==> config.mk <==
export PLATFORM = sky130hd
export DESIGN_NAME = reset_sequencer
export DESIGN_NICKNAME = d
export VERILOG_FILES = /design/src/rtl/reset_sequencer_pkg.sv /design/src/rtl/reset_sequencer_synchronizer.sv /design/src/rtl/reset_sequencer.sv
export SDC_FILE = /design/constraint.sdc
export NUM_CORES = 1
export LEC_CHECK = 0
export ABC_AREA = 1
export BUFFER_PORTS_ARGS = -buffer_cell sky130_fd_sc_hd__buf_4
export CAP_MARGIN = 20
export CORE_ASPECT_RATIO = 1.75
export CORE_UTILIZATION = 41
export CTS_BUF_LIST = sky130_fd_sc_hd__clkbuf_8
export CTS_CLUSTER_DIAMETER = 150
export DETAILED_ROUTE_END_ITERATION = 12
export PLACE_DENSITY = 0.56
export SETUP_SLACK_MARGIN = 0.3
export SYNTH_ARGS = -nofsm -noshare
export SYNTH_HDL_FRONTEND = slang
export SYNTH_SLANG_ARGS = --single-unit
==> constraint.sdc <==
create_clock -name clk -period 2.2 [get_ports clk]
set_input_delay 0.66 -clock clk [delete_from_list [all_inputs] [get_ports clk]]
set_output_delay 0.66 -clock clk [all_outputs]
set_load 0.1 [all_outputs]
==> src/rtl/reset_sequencer_pkg.sv <==
// Shared configuration constants and FSM state encoding for the board reset sequencer.
// The top module and any debug decoders of state_out import this package.
package reset_sequencer_pkg;

    localparam int RESET_HOLD_CYCLES         = 1024;
    localparam int RESET_STAGGER_CYCLES      = 16;
    localparam int BTN_DEBOUNCE_CYCLES       = 270000;
    localparam int SDRAM_INIT_TIMEOUT_CYCLES = 27000000;

    typedef enum logic [2:0] {
        WAIT_READY = 3'd0,
        HOLD       = 3'd1,
        RUN_RAMIO  = 3'd2,
        RUN        = 3'd3,
        FAULT      = 3'd4
    } seq_state_e;

    function automatic int max_of4(input int a, input int b, input int c, input int d);
        int m;
        m = a;
        if (b > m) m = b;
        if (c > m) m = c;
        if (d > m) m = d;
        return m;
    endfunction

endpackage

==> src/rtl/reset_sequencer_synchronizer.sv <==
// Two-flop synchronizer for asynchronous level inputs; clears to zero on rst.
module reset_sequencer_synchronizer #(
    parameter int Width = 1
) (
    input  logic             clk,
    input  logic             rst,
    input  logic [Width-1:0] d,
    output logic [Width-1:0] q
);

    logic [Width-1:0] meta_r;
    logic [Width-1:0] sync_r;

    // two-stage capture of the asynchronous inputs
    always_ff @(posedge clk or posedge rst) begin
        if (rst) begin
            meta_r <= {Width{1'b0}};
            sync_r <= {Width{1'b0}};
        end else begin
            meta_r <= d;
            sync_r <= meta_r;
        end
    end

    assign q = sync_r;

endmodule

==> src/rtl/reset_sequencer.sv <==
// Board reset sequencer: releases ramio then core once PLL lock and SDRAM init are stable.
// Define RESET_SEQUENCER_BTN_EN to build the debounced btn1 restart path.
module reset_sequencer
    import reset_sequencer_pkg::*;
#(
    parameter int HoldCycles        = RESET_HOLD_CYCLES,
    parameter int StaggerCycles     = RESET_STAGGER_CYCLES,
    parameter int DebounceCycles    = BTN_DEBOUNCE_CYCLES,
    parameter int InitTimeoutCycles = SDRAM_INIT_TIMEOUT_CYCLES
) (
    input  logic       clk,
    input  logic       rst,
    input  logic       rpll_lock,
    input  logic       sdram_init_done,
    input  logic       btn1,
    output logic       ramio_rst_n,
    output logic       core_rst_n,
    output logic       fault,
    output logic [2:0] state_out
);

    localparam int CNT_W = $clog2(max_of4(HoldCycles, StaggerCycles,
                                          DebounceCycles, InitTimeoutCycles)) + 1;
    localparam logic [CNT_W-1:0] CNT_ZERO     = {CNT_W{1'b0}};
    localparam logic [CNT_W-1:0] CNT_ONE      = {{(CNT_W-1){1'b0}}, 1'b1};
    localparam logic [CNT_W-1:0] CNT_MAX      = {CNT_W{1'b1}};
    localparam logic [CNT_W-1:0] HOLD_LAST    = CNT_W'(HoldCycles);
    localparam logic [CNT_W-1:0] STAGGER_LAST = CNT_W'(StaggerCycles - 1);
    localparam logic [CNT_W-1:0] TIMEOUT_LAST = CNT_W'(InitTimeoutCycles - 1);

    function automatic logic [CNT_W-1:0] sat_inc(input logic [CNT_W-1:0] v);
        if (v == CNT_MAX) sat_inc = v;
        else              sat_inc = v + CNT_ONE;
    endfunction

    logic [1:0]       ready_sync_s;
    logic             ready_s;
    logic             press_s;
    seq_state_e       state_r;
    logic [CNT_W-1:0] cnt_r;
    logic             ramio_r;
    logic             core_r;
    logic             fault_r;

    reset_sequencer_synchronizer #(.Width(2)) u_ready_sync (
        .clk (clk),
        .rst (rst),
        .d   ({rpll_lock, sdram_init_done}),
        .q   (ready_sync_s)
    );

    assign ready_s = &ready_sync_s;

`ifdef RESET_SEQUENCER_BTN_EN
    localparam logic [CNT_W-1:0] DEBOUNCE_LAST = CNT_W'(DebounceCycles - 1);

    logic             btn_sync_s;
    logic             btn_level_r;
    logic [CNT_W-1:0] db_cnt_r;
    logic             press_r;

    reset_sequencer_synchronizer #(.Width(1)) u_btn_sync (
        .clk (clk),
        .rst (rst),
        .d   (btn1),
        .q   (btn_sync_s)
    );

    // level flips after DebounceCycles consecutive disagreeing samples; press_r marks a rising flip
    always_ff @(posedge clk or posedge rst) begin
        if (rst) begin
            btn_level_r <= 1'b0;
            db_cnt_r    <= CNT_ZERO;
            press_r     <= 1'b0;
        end else if (btn_sync_s == btn_level_r) begin
            db_cnt_r <= CNT_ZERO;
            press_r  <= 1'b0;
        end else if (db_cnt_r == DEBOUNCE_LAST) begin
            btn_level_r <= btn_sync_s;
            db_cnt_r    <= CNT_ZERO;
            press_r     <= btn_sync_s;
        end else begin
            db_cnt_r <= sat_inc(db_cnt_r);
            press_r  <= 1'b0;
        end
    end

    assign press_s = press_r;
`else
    logic btn_unused_s;
    assign btn_unused_s = btn1;
    assign press_s      = 1'b0;
`endif

    // sequencing FSM; the reset outputs are registered alongside the state
    always_ff @(posedge clk or posedge rst) begin
        if (rst) begin
            state_r <= WAIT_READY;
            cnt_r   <= CNT_ZERO;
            ramio_r <= 1'b0;
            core_r  <= 1'b0;
            fault_r <= 1'b0;
        end else if (press_s) begin
            state_r <= WAIT_READY;
            cnt_r   <= CNT_ZERO;
            ramio_r <= 1'b0;
            core_r  <= 1'b0;
            fault_r <= 1'b0;
        end else begin
            case (state_r)
                WAIT_READY: begin
                    ramio_r <= 1'b0;
                    core_r  <= 1'b0;
                    if (ready_s) begin
                        state_r <= HOLD;
                        cnt_r   <= CNT_ZERO;
                    end else if (cnt_r == TIMEOUT_LAST) begin
                        state_r <= FAULT;
                        cnt_r   <= CNT_ZERO;
                        fault_r <= 1'b1;
                    end else begin
                        cnt_r <= sat_inc(cnt_r);
                    end
                end
                HOLD: begin
                    if (!ready_s) begin
                        state_r <= WAIT_READY;
                        cnt_r   <= CNT_ZERO;
                    end else if (cnt_r == HOLD_LAST) begin
                        state_r <= RUN_RAMIO;
                        cnt_r   <= CNT_ZERO;
                        ramio_r <= 1'b1;
                    end else begin
                        cnt_r <= sat_inc(cnt_r);
                    end
                end
                RUN_RAMIO: begin
                    if (!ready_s) begin
                        state_r <= WAIT_READY;
                        cnt_r   <= CNT_ZERO;
                        ramio_r <= 1'b0;
                        core_r  <= 1'b0;
                    end else if (cnt_r == STAGGER_LAST) begin
                        state_r <= RUN;
                        cnt_r   <= CNT_ZERO;
                        core_r  <= 1'b1;
                    end else begin
                        cnt_r <= sat_inc(cnt_r);
                    end
                end
                RUN: begin
                    if (!ready_s) begin
                        state_r <= WAIT_READY;
                        cnt_r   <= CNT_ZERO;
                        ramio_r <= 1'b0;
                        core_r  <= 1'b0;
                    end else begin
                        cnt_r <= CNT_ZERO;
                    end
                end
                FAULT: begin
                    ramio_r <= 1'b0;
                    core_r  <= 1'b0;
                    fault_r <= 1'b1;
                end
                default: begin
                    state_r <= WAIT_READY;
                    cnt_r   <= CNT_ZERO;
                    ramio_r <= 1'b0;
                    core_r  <= 1'b0;
                    fault_r <= 1'b0;
                end
            endcase
        end
    end

    assign ramio_rst_n = ramio_r;
    assign core_rst_n  = core_r;
    assign fault       = fault_r;
    assign state_out   = state_r;

endmodule

==> summary.md, run 1 <==
| Metric | Value |
|---|---|
| Status | `complete, no violations` |
| HP Class | `reg -> reg` |
| Post-synth EDFFs | `0` |
| Critical Path Source | `cnt_r[0]$_DFFE_PP0P_` |
| Mux contribution to synthesized area | `0%` |
| Via density | `5.12` |
| Synth area leaders | `dfrtp_1 37%, nand2_1 14%, nand3_1 11%` |
| FILL cells | `600` |
| Yosys reg bits | `36` |
| Area leader, netlist | `dfrtp_1` |
| Min Tclk post-route | `1.79 ns` |
| Arr. time, crit path | `1.97 ns` |
| Initial antenna violation count | `0` |
| Xor/xnor cell area share of the yosys netlist | `1.08%` |
| Most common cell in the netlist | `nand2_1` |
| Final nets | `373` |
| Clock-pin slew on the worst setup and hold paths | `0.08 ns` |
| Unrepaired setup endpoints after global routing | `yes` |
| Sink Count | `36` |
| Synthesized area | `2440 um^2` |
| Worst-Skew Late Latency | `0.29 ns` |
| Combinational family with the most area after synthesis | `simple AND/OR/NAND/NOR gates` |
| Die Area | `6270 um^2` |
| Final clock skew | `0.00340 ns` |
| Total CTS buffers | `5` |
| Post-DP HPWL | `4.39 mm` |
| Final Cycle Share | `81.4%` |
| Grt ovf | `0` |
| Total power | `2.58 mW` |
| Area growth, synth to finish | `12.8%` |
| Vias in the first global route | `2,209` |
| Drt first-iter violations | `99` |
| ANT cells | `0` |
| Power Density | `939 nW/um^2` |
| Largest net degree at the start of global routing | `37` |
| Routed len/inst | `13.8 um` |
| Worst rel slew slack | `68.5%` |
| Post-synthesis sequential area ratio | `37.0%` |
| I/O Pins | `11` |
| Vias | `2,268` |
| Share of cells above drive strength 1 | `17.2%` |
| Largest fanout on the critical path | `15` |
| Maximum VDD drop | `0.259 mV` |
| RR Startpoint | `cnt_r[0]$_DFFE_PP0P_` |
| Post-Synthesis Cells | `352` |
| Cell row count | `36` |
| Die height | `104 um` |
| Final TNS setup | `0 ns` |
| Net Count, Synth | `359` |
| Post-synth cell types | `34` |
| CTS H-tree lvls | `2` |
| Max Fclk | `559 MHz` |
| Routed WL | `6.10 mm` |
| Starting density of the core | `43.3%` |
| Area of the core | `5630 um^2` |
| CP Capture Type | `register` |
| Post-Synth Simple-Gate Area | `43.1%` |
| Synth top area share | `37.0%` |
| Die W | `60.3 um` |
| Max-cap check violation count | `0` |
| Synth Warn # | `0` |
| Actual slew at the worst max-slew pin | `0.472 ns` |
| Setup Crit Path Kind | `reg -> reg` |
| Static leakage | `1.31 nW` |
| CP required | `2.38 ns` |
| Crit start category | `register` |
| RePlAce Congestion | `0.869` |
| Hold Path Origin | `u_ready_sync.meta_r[0]$_DFF_PP0_` |
| DRC | `0` |
| Top post-synthesis cells by count | `94 x nand2_1, 53 x nand3_1, 46 x nor2_1, 40 x inv_1, 36 x dfrtp_1` |
| Max Transition Viols Final | `0` |
| Synth Area in Adders | `1.03%` |
| Pre-antenna DRT Iters | `4` |
| Asr flop ratio synth | `100%` |
| Main flop type after synthesis | `dfrtp_1` |
| Post-synthesis compound-gate area fraction | `8.01%` |
| Number of setup violations in the final report | `0` |
| Number of port buffers | `9` |
| Overall Global Routing Usage | `21.0%` |
| Final ANT Viol Nets | `0` |
| First-pass GRT wire length | `9.93 mm` |
| CTS Root Cell | `clkbuf_8` |
| Max clock buf depth | `2` |
| Final Hold Viols | `0` |
| Avg Cell Area, Syn | `6.92 um^2` |
| CTS tree | `built` |
flip-flops by register name, summed over array words and instances, names as in the netlist:
signal               flops
cnt_r                   26
state_out                3
u_ready_sync.meta_r      2
u_ready_sync.q           2
core_rst_n               1
fault                    1
ramio_rst_n              1
metrics by stage:
stage                     utilization, %  hold slack [ns]  instances  instance area [um^2]  worst slack, ns
after floorplan                        -            0.331        352                  2440            0.472
after global placement              45.7            0.332        433                  2570            0.247
after detailed placement            45.7            0.336        433                  2570            0.251
after CTS                           47.7            0.354        441                  2690            0.227
after global routing                48.8            0.366        443                  2750            0.259
final                               48.8            0.351        443                  2750            0.410
what timing repair did:
item / 4_1_cts / 5_1_grt
pin swaps: 1 / 4
cloned: 0 / 1
resized for setup: 0 / 14
endpoints found under the setup margin: 26 / 29
buffers inserted: 0 / 1
hold buffers: 0 / 0
path summary, 6_finish.rpt:
| kind | slack [ns] | endpoint | depth (start not counted) |
|---|---|---|---|
| worst min-delay path | 0.35 | u_ready_sync.q[0]$_DFF_PP0_ | 0 |
| min in group asynchronous | 0.47 | u_ready_sync.q[1]$_DFF_PP0_ | 3 |
| max in group asynchronous | 1.37 | cnt_r[1]$_DFFE_PP0P_ | 3 |
| worst min register to register | 0.35 | u_ready_sync.q[0]$_DFF_PP0_ | 0 |
| worst max register to register | 0.41 | cnt_r[21]$_DFFE_PP0P_ | 11 |
| worst max-delay path | 0.41 | cnt_r[21]$_DFFE_PP0P_ | 11 |
cell families after synthesis:
family | Yosys count
XOR/XNOR | 3
adder cells (fa/ha/maj) | 2
AO/OA/AOI/OAI | 35
AND/OR/NAND/NOR | 222
buffers and inverters | 54
flip-flops | 36
power breakdown:
part	switching (mW)	internal [mW]	total, mW	leakage [nW]
registers	0.0832	0.742	0.825	0.478
clock network	0.257	0.336	0.593	0.0541
logic	0.876	0.287	1.16	0.783
final cells by class:
type,count,area (um^2),area share (%)
Timing Repair Buffer,16,120,4.37
Tap cell,76,95.1,3.46
Clock inverter,3,42.5,1.55
Clock buffer,5,68.8,2.50
Inverter,44,165,6.01
Sequential cell,36,907,33.0
Multi-Input combinational cell,263,1350,49.1
critical path, cell delays in order, from the launching register on:
cell and delay (ns):
dfrtp_2 0.43, ha_4 0.18, nand3_1 0.15, inv_2 0.13, nand2_4 0.08, nor2_8 0.17, nand3_4 0.09, buf_4 0.20
nand3_1 0.09, nand2_1 0.05, nand3_1 0.06, nand2_1 0.06
layer usage:
layer	wire length [um]	up-vias	track usage [%]
met4	138	0	10.3
met2	3440	35	39.3
met5	0	-	0
li1	-	1157	-
met1	2410	1065	21.2
met3	115	11	2.49
cell usage in the layout (no fill, tap or decap), drive strengths merged, types with 2 or more instances in the layout:
cell,netlist,routed
ha,2,2
o21ai,14,14
a21oi,18,18
nand2,97,97
nand4,5,5
dfrtp,36,36
xor2,3,3
nand3,56,57
or2,2,2
buf,8,16
nor3,5,5
nand3b,4,4
a31oi,2,2
clkbuf,2,5
inv,44,44
nor2,52,52
Note: power is estimated with default switching activity, not from simulation.
==> run 2: changes to the inputs <==
ABC_AREA = 0   (was 1)
PLACE_DENSITY = 0.58   (was 0.56)
clock period = 1.59 ns   (was 2.2 ns; I/O delays follow)
==> run 2 against run 1 <==
Net effect:
- the flow now finishes with violations (setup timing)
- synthesized area is 13% lower
- final cell count down 12%
- sequential share of layout area is 5.5 points lower
- synthesized cell count decreased by 34%
- sequential cell count unchanged
- die area fell by 13%
==> summary.md, run 2 <==
| Metric | Value |
|---|---|
| Status | `complete, but fails checks` |
| Failing checks | `setup timing` |
| Family with the most delay on the worst path | `simple AND/OR/NAND/NOR gates` |
| Overall Global Routing Usage | `27.2% (+6.1 points)` |
| Vias | `2,302 (+1.5%)` |
| Number of setup violations in the final report | `32 (+32)` |
| Power Density | `626 nW/um^2 (-33%)` |
| R2r setup slk | `-0.85 ns (-1.26 ns)` |
| Number of port buffers | `9 (unchanged)` |
| Post-Synthesis Cells | `234 (-34%)` |
| ANT cells | `0 (unchanged)` |
| Synth Warn # | `0 (unchanged)` |
| Net Count, Synth | `241 (-33%)` |
| CTS H-tree lvls | `2 (unchanged)` |
| Routed len/inst | `18.1 um (+32%)` |
| Synthesized area | `2120 um^2 (-13%)` |
| Total power | `2.07 mW (-20%)` |
| CP max stage delay | `0.51 ns (+0.08 ns)` |
| Max Fclk | `410 MHz (-27%)` |
| Met2 routed WL | `3.89 mm (+13%)` |
| Via density | `5.90 (+15%)` |
| Unrepaired setup endpoints after global routing | `yes` |
| Die height | `97.1 um (-6.6%)` |
| Final TNS setup | `-23.64 ns (-23.64 ns)` |
| Area leader, netlist | `dfrtp_1` |
| RePlAce Congestion | `0.868 (-0.13%)` |
| Hold buffer count at cts | `0 (unchanged)` |
| Total CTS buffers | `5 (unchanged)` |
| Starting density of the core | `42.5% (-0.73 points)` |
| Area of the core | `4980 um^2 (-12%)` |
| CP required | `1.75 ns (-0.63 ns)` |
| First-pass GRT wire length | `11.4 mm (+15%)` |
| Avg Cell Area, Syn | `9.05 um^2 (+31%)` |
| Sink Count | `36 (unchanged)` |
| Final Hold Viols | `0 (unchanged)` |
| Die W | `56.3 um (-6.6%)` |
| Final clock skew | `0.00502 ns (+0.00162 ns)` |
| Max clock buf depth | `2 (unchanged)` |
| Share of cells above drive strength 1 | `44.0% (+27 points)` |
| Die Area | `5470 um^2 (-13%)` |
| Largest fanout on the critical path | `7 (-8)` |
| Cell mode on critical path | `buf_6` |
| Final WS setup | `-0.851 ns (-1.26 ns)` |
| Most frequent cells in the layout | `84 x buf_4, 28 x dfrtp_1, 16 x nand2_1` |
| Cell row count | `34 (-5.6%)` |
| Arr. time, crit path | `2.61 ns (+0.64 ns)` |
| Asr flop ratio synth | `100% (unchanged)` |
| Drt first-iter violations | `128 (+29%)` |
| Actual slew at the worst max-slew pin | `0.562 ns (+0.0899 ns)` |
| Routed WL | `7.08 mm (+16%)` |
| Static leakage | `1.50 nW (+14%)` |
| Highest metal used | `met4` |
| HP Class | `in -> async` |
| Post-synth cell types | `48 (+41%)` |
| Max Transition Viols Final | `0 (unchanged)` |
| Cells along the critical path | `or3_4, buf_6, or4_4, o21ai_4, buf_6, nand3_4, buf_12, o221ai_2, o41ai_2` |
| Pre-antenna DRT Iters | `4 (unchanged)` |
| Final ANT Viol Nets | `0 (unchanged)` |
| Most common cell in the netlist | `dfrtp_1` |
| Routed wl met3 | `248 um (+120%)` |
| CTS Root Cell | `clkbuf_8` |
| Largest net degree at the start of global routing | `37 (unchanged)` |
| Maximum VDD drop | `0.624 mV (+140%)` |
| Largest register FFs | `26 (unchanged)` |
| Main flop type after synthesis | `dfrtp_1` |
| CTS tree | `built` |
| Synth area leaders | `dfrtp_1 43%, nand4_1 3.8%, o21ai_1 3.8%` |
| Post-synth EDFFs | `0 (unchanged)` |
| Area growth, synth to finish | `56.4%` |
| Final Cycle Share | `154% (+72 points)` |
| Max-cap check violation count | `0 (unchanged)` |
| Min Tclk post-route | `2.44 ns (+0.651 ns)` |
| Post-synthesis sequential area ratio | `42.6% (+5.6 points)` |
| Worst-Skew Late Latency | `0.29 ns (about the same)` |
| Setup Crit Path Kind | `reg -> reg` |
| Top post-synthesis cells by count | `36 x dfrtp_1, 16 x nand2_1, 16 x o21ai_1, 15 x a21oi_1, 13 x nand4_1` |
| Vias in the first global route | `2,409 (+9.1%)` |
| Slowest stage cell, crit path | `or4_4` |
| Worst rel slew slack | `62.2% (-6.3 points)` |
| Pre-CTS WS | `-0.884 ns (-1.14 ns)` |
| Post-DP HPWL | `4.94 mm (+12%)` |
| DRC | `0 (unchanged)` |
| I/O Pins | `11 (unchanged)` |
| Synth top area share | `42.6% (+5.6 points)` |
| Yosys reg bits | `36 (unchanged)` |
| Top reg by flops | `cnt_r` |
| Crit path buffers/inverters | `3 (+1)` |
| Grt ovf | `0 (unchanged)` |
| Most common cell after layout, fill and taps aside | `buf_4` |
| M1 WL | `2.64 mm (+9.2%)` |
| Initial antenna violation count | `0 (unchanged)` |
| Crit start category | `register` |
| Final nets | `342 (-8.3%)` |
| CP Capture Type | `register` |
| Clock-pin slew on the worst setup and hold paths | `0.07 ns (about the same)` |
## run 2: changes by cell type in the layout (fill, tap and decap cells not counted), moves of 10 or more
cell	delta
buf_12	+10
buf_4	+68
nor2_1	-37
nand2_1	-75
nand3_1	-40
inv_1	-26
## run 2: per-layer routing
metal,track usage (%),up-vias
met5,0,-
met4,14.1,0
met3,3.20,28
met2,50.3,70
met1,29.2,1111
li1,-,1093
## run 2: where the power goes
group | switching, mW | internal, mW | leakage [nW]
clock network | 0.332 | 0.346 | 0.0510
logic | 0.200 | 0.211 | 0.976
registers | 0.0254 | 0.957 | 0.476
## run 2: path summary, 6_finish.rpt
kind,depth (start not counted),end,start
max,9,cnt_r[19]$_DFFE_PP0P_,cnt_r[9]$_DFFE_PP0P_
min,3,u_ready_sync.q[0]$_DFF_PP0_,rst
max reg2reg,9,cnt_r[19]$_DFFE_PP0P_,cnt_r[9]$_DFFE_PP0P_
min reg2reg,0,u_ready_sync.q[0]$_DFF_PP0_,u_ready_sync.meta_r[0]$_DFF_PP0_
max in group asynchronous,3,core_rst_n$_DFFE_PP0P_,rst
min in group clk,1,u_ready_sync.meta_r[0]$_DFF_PP0_,sdram_init_done
## run 2: kinds of logic (layout without fill, tap and decap cells)
family / after synthesis / after routing / share of synthesized area (%)
mux: 1 / 1 / 0.473
compound gates: 69 / 69 / 21.5
simple gates: 106 / 106 / 29.8
fa+ha+maj: 2 / 2 / 1.18
buf+inv: 20 / 122 / 4.49
flops: 36 / 36 / 42.6
## run 2: worst register-to-register path, delay by kind of cell, from the launching register on
family                 cells  cell delay, ns
buffers and inverters      3            0.43
AND/OR/NAND/NOR            3            0.99
AO/OA/AOI/OAI              3            0.48
flip-flops                 1            0.42
## run 2: timing repair
item                                    4_1_cts  5_1_grt
gates resized for setup                      37       11
endpoints found under the setup margin       38       38
pin swaps                                     5        7
buffers inserted                             10        3
gates cloned                                  0        1
## run 2: metrics by stage
stage | utilization (%) | hold slack, ns | cell area (um^2) | instances
after detailed placement | 58.0 | 0.338 | 2890 | 368
after global placement | 58.0 | 0.333 | 2890 | 368
final | 66.5 | 0.235 | 3310 | 390
after global routing | 66.5 | 0.255 | 3310 | 390
after CTS | 64.5 | 0.255 | 3210 | 386
after floorplan | - | 0.331 | 2160 | 234
## run 2: layout make-up
cell class,count,area [um^2]
fillers,411,1670
multi-input cells,178,1260
repair buffers,102,935
flip-flops and latches,36,911
clock buffers,6,82.6
well taps,54,67.6
inverters,12,45.0
clock inverters,2,10.0
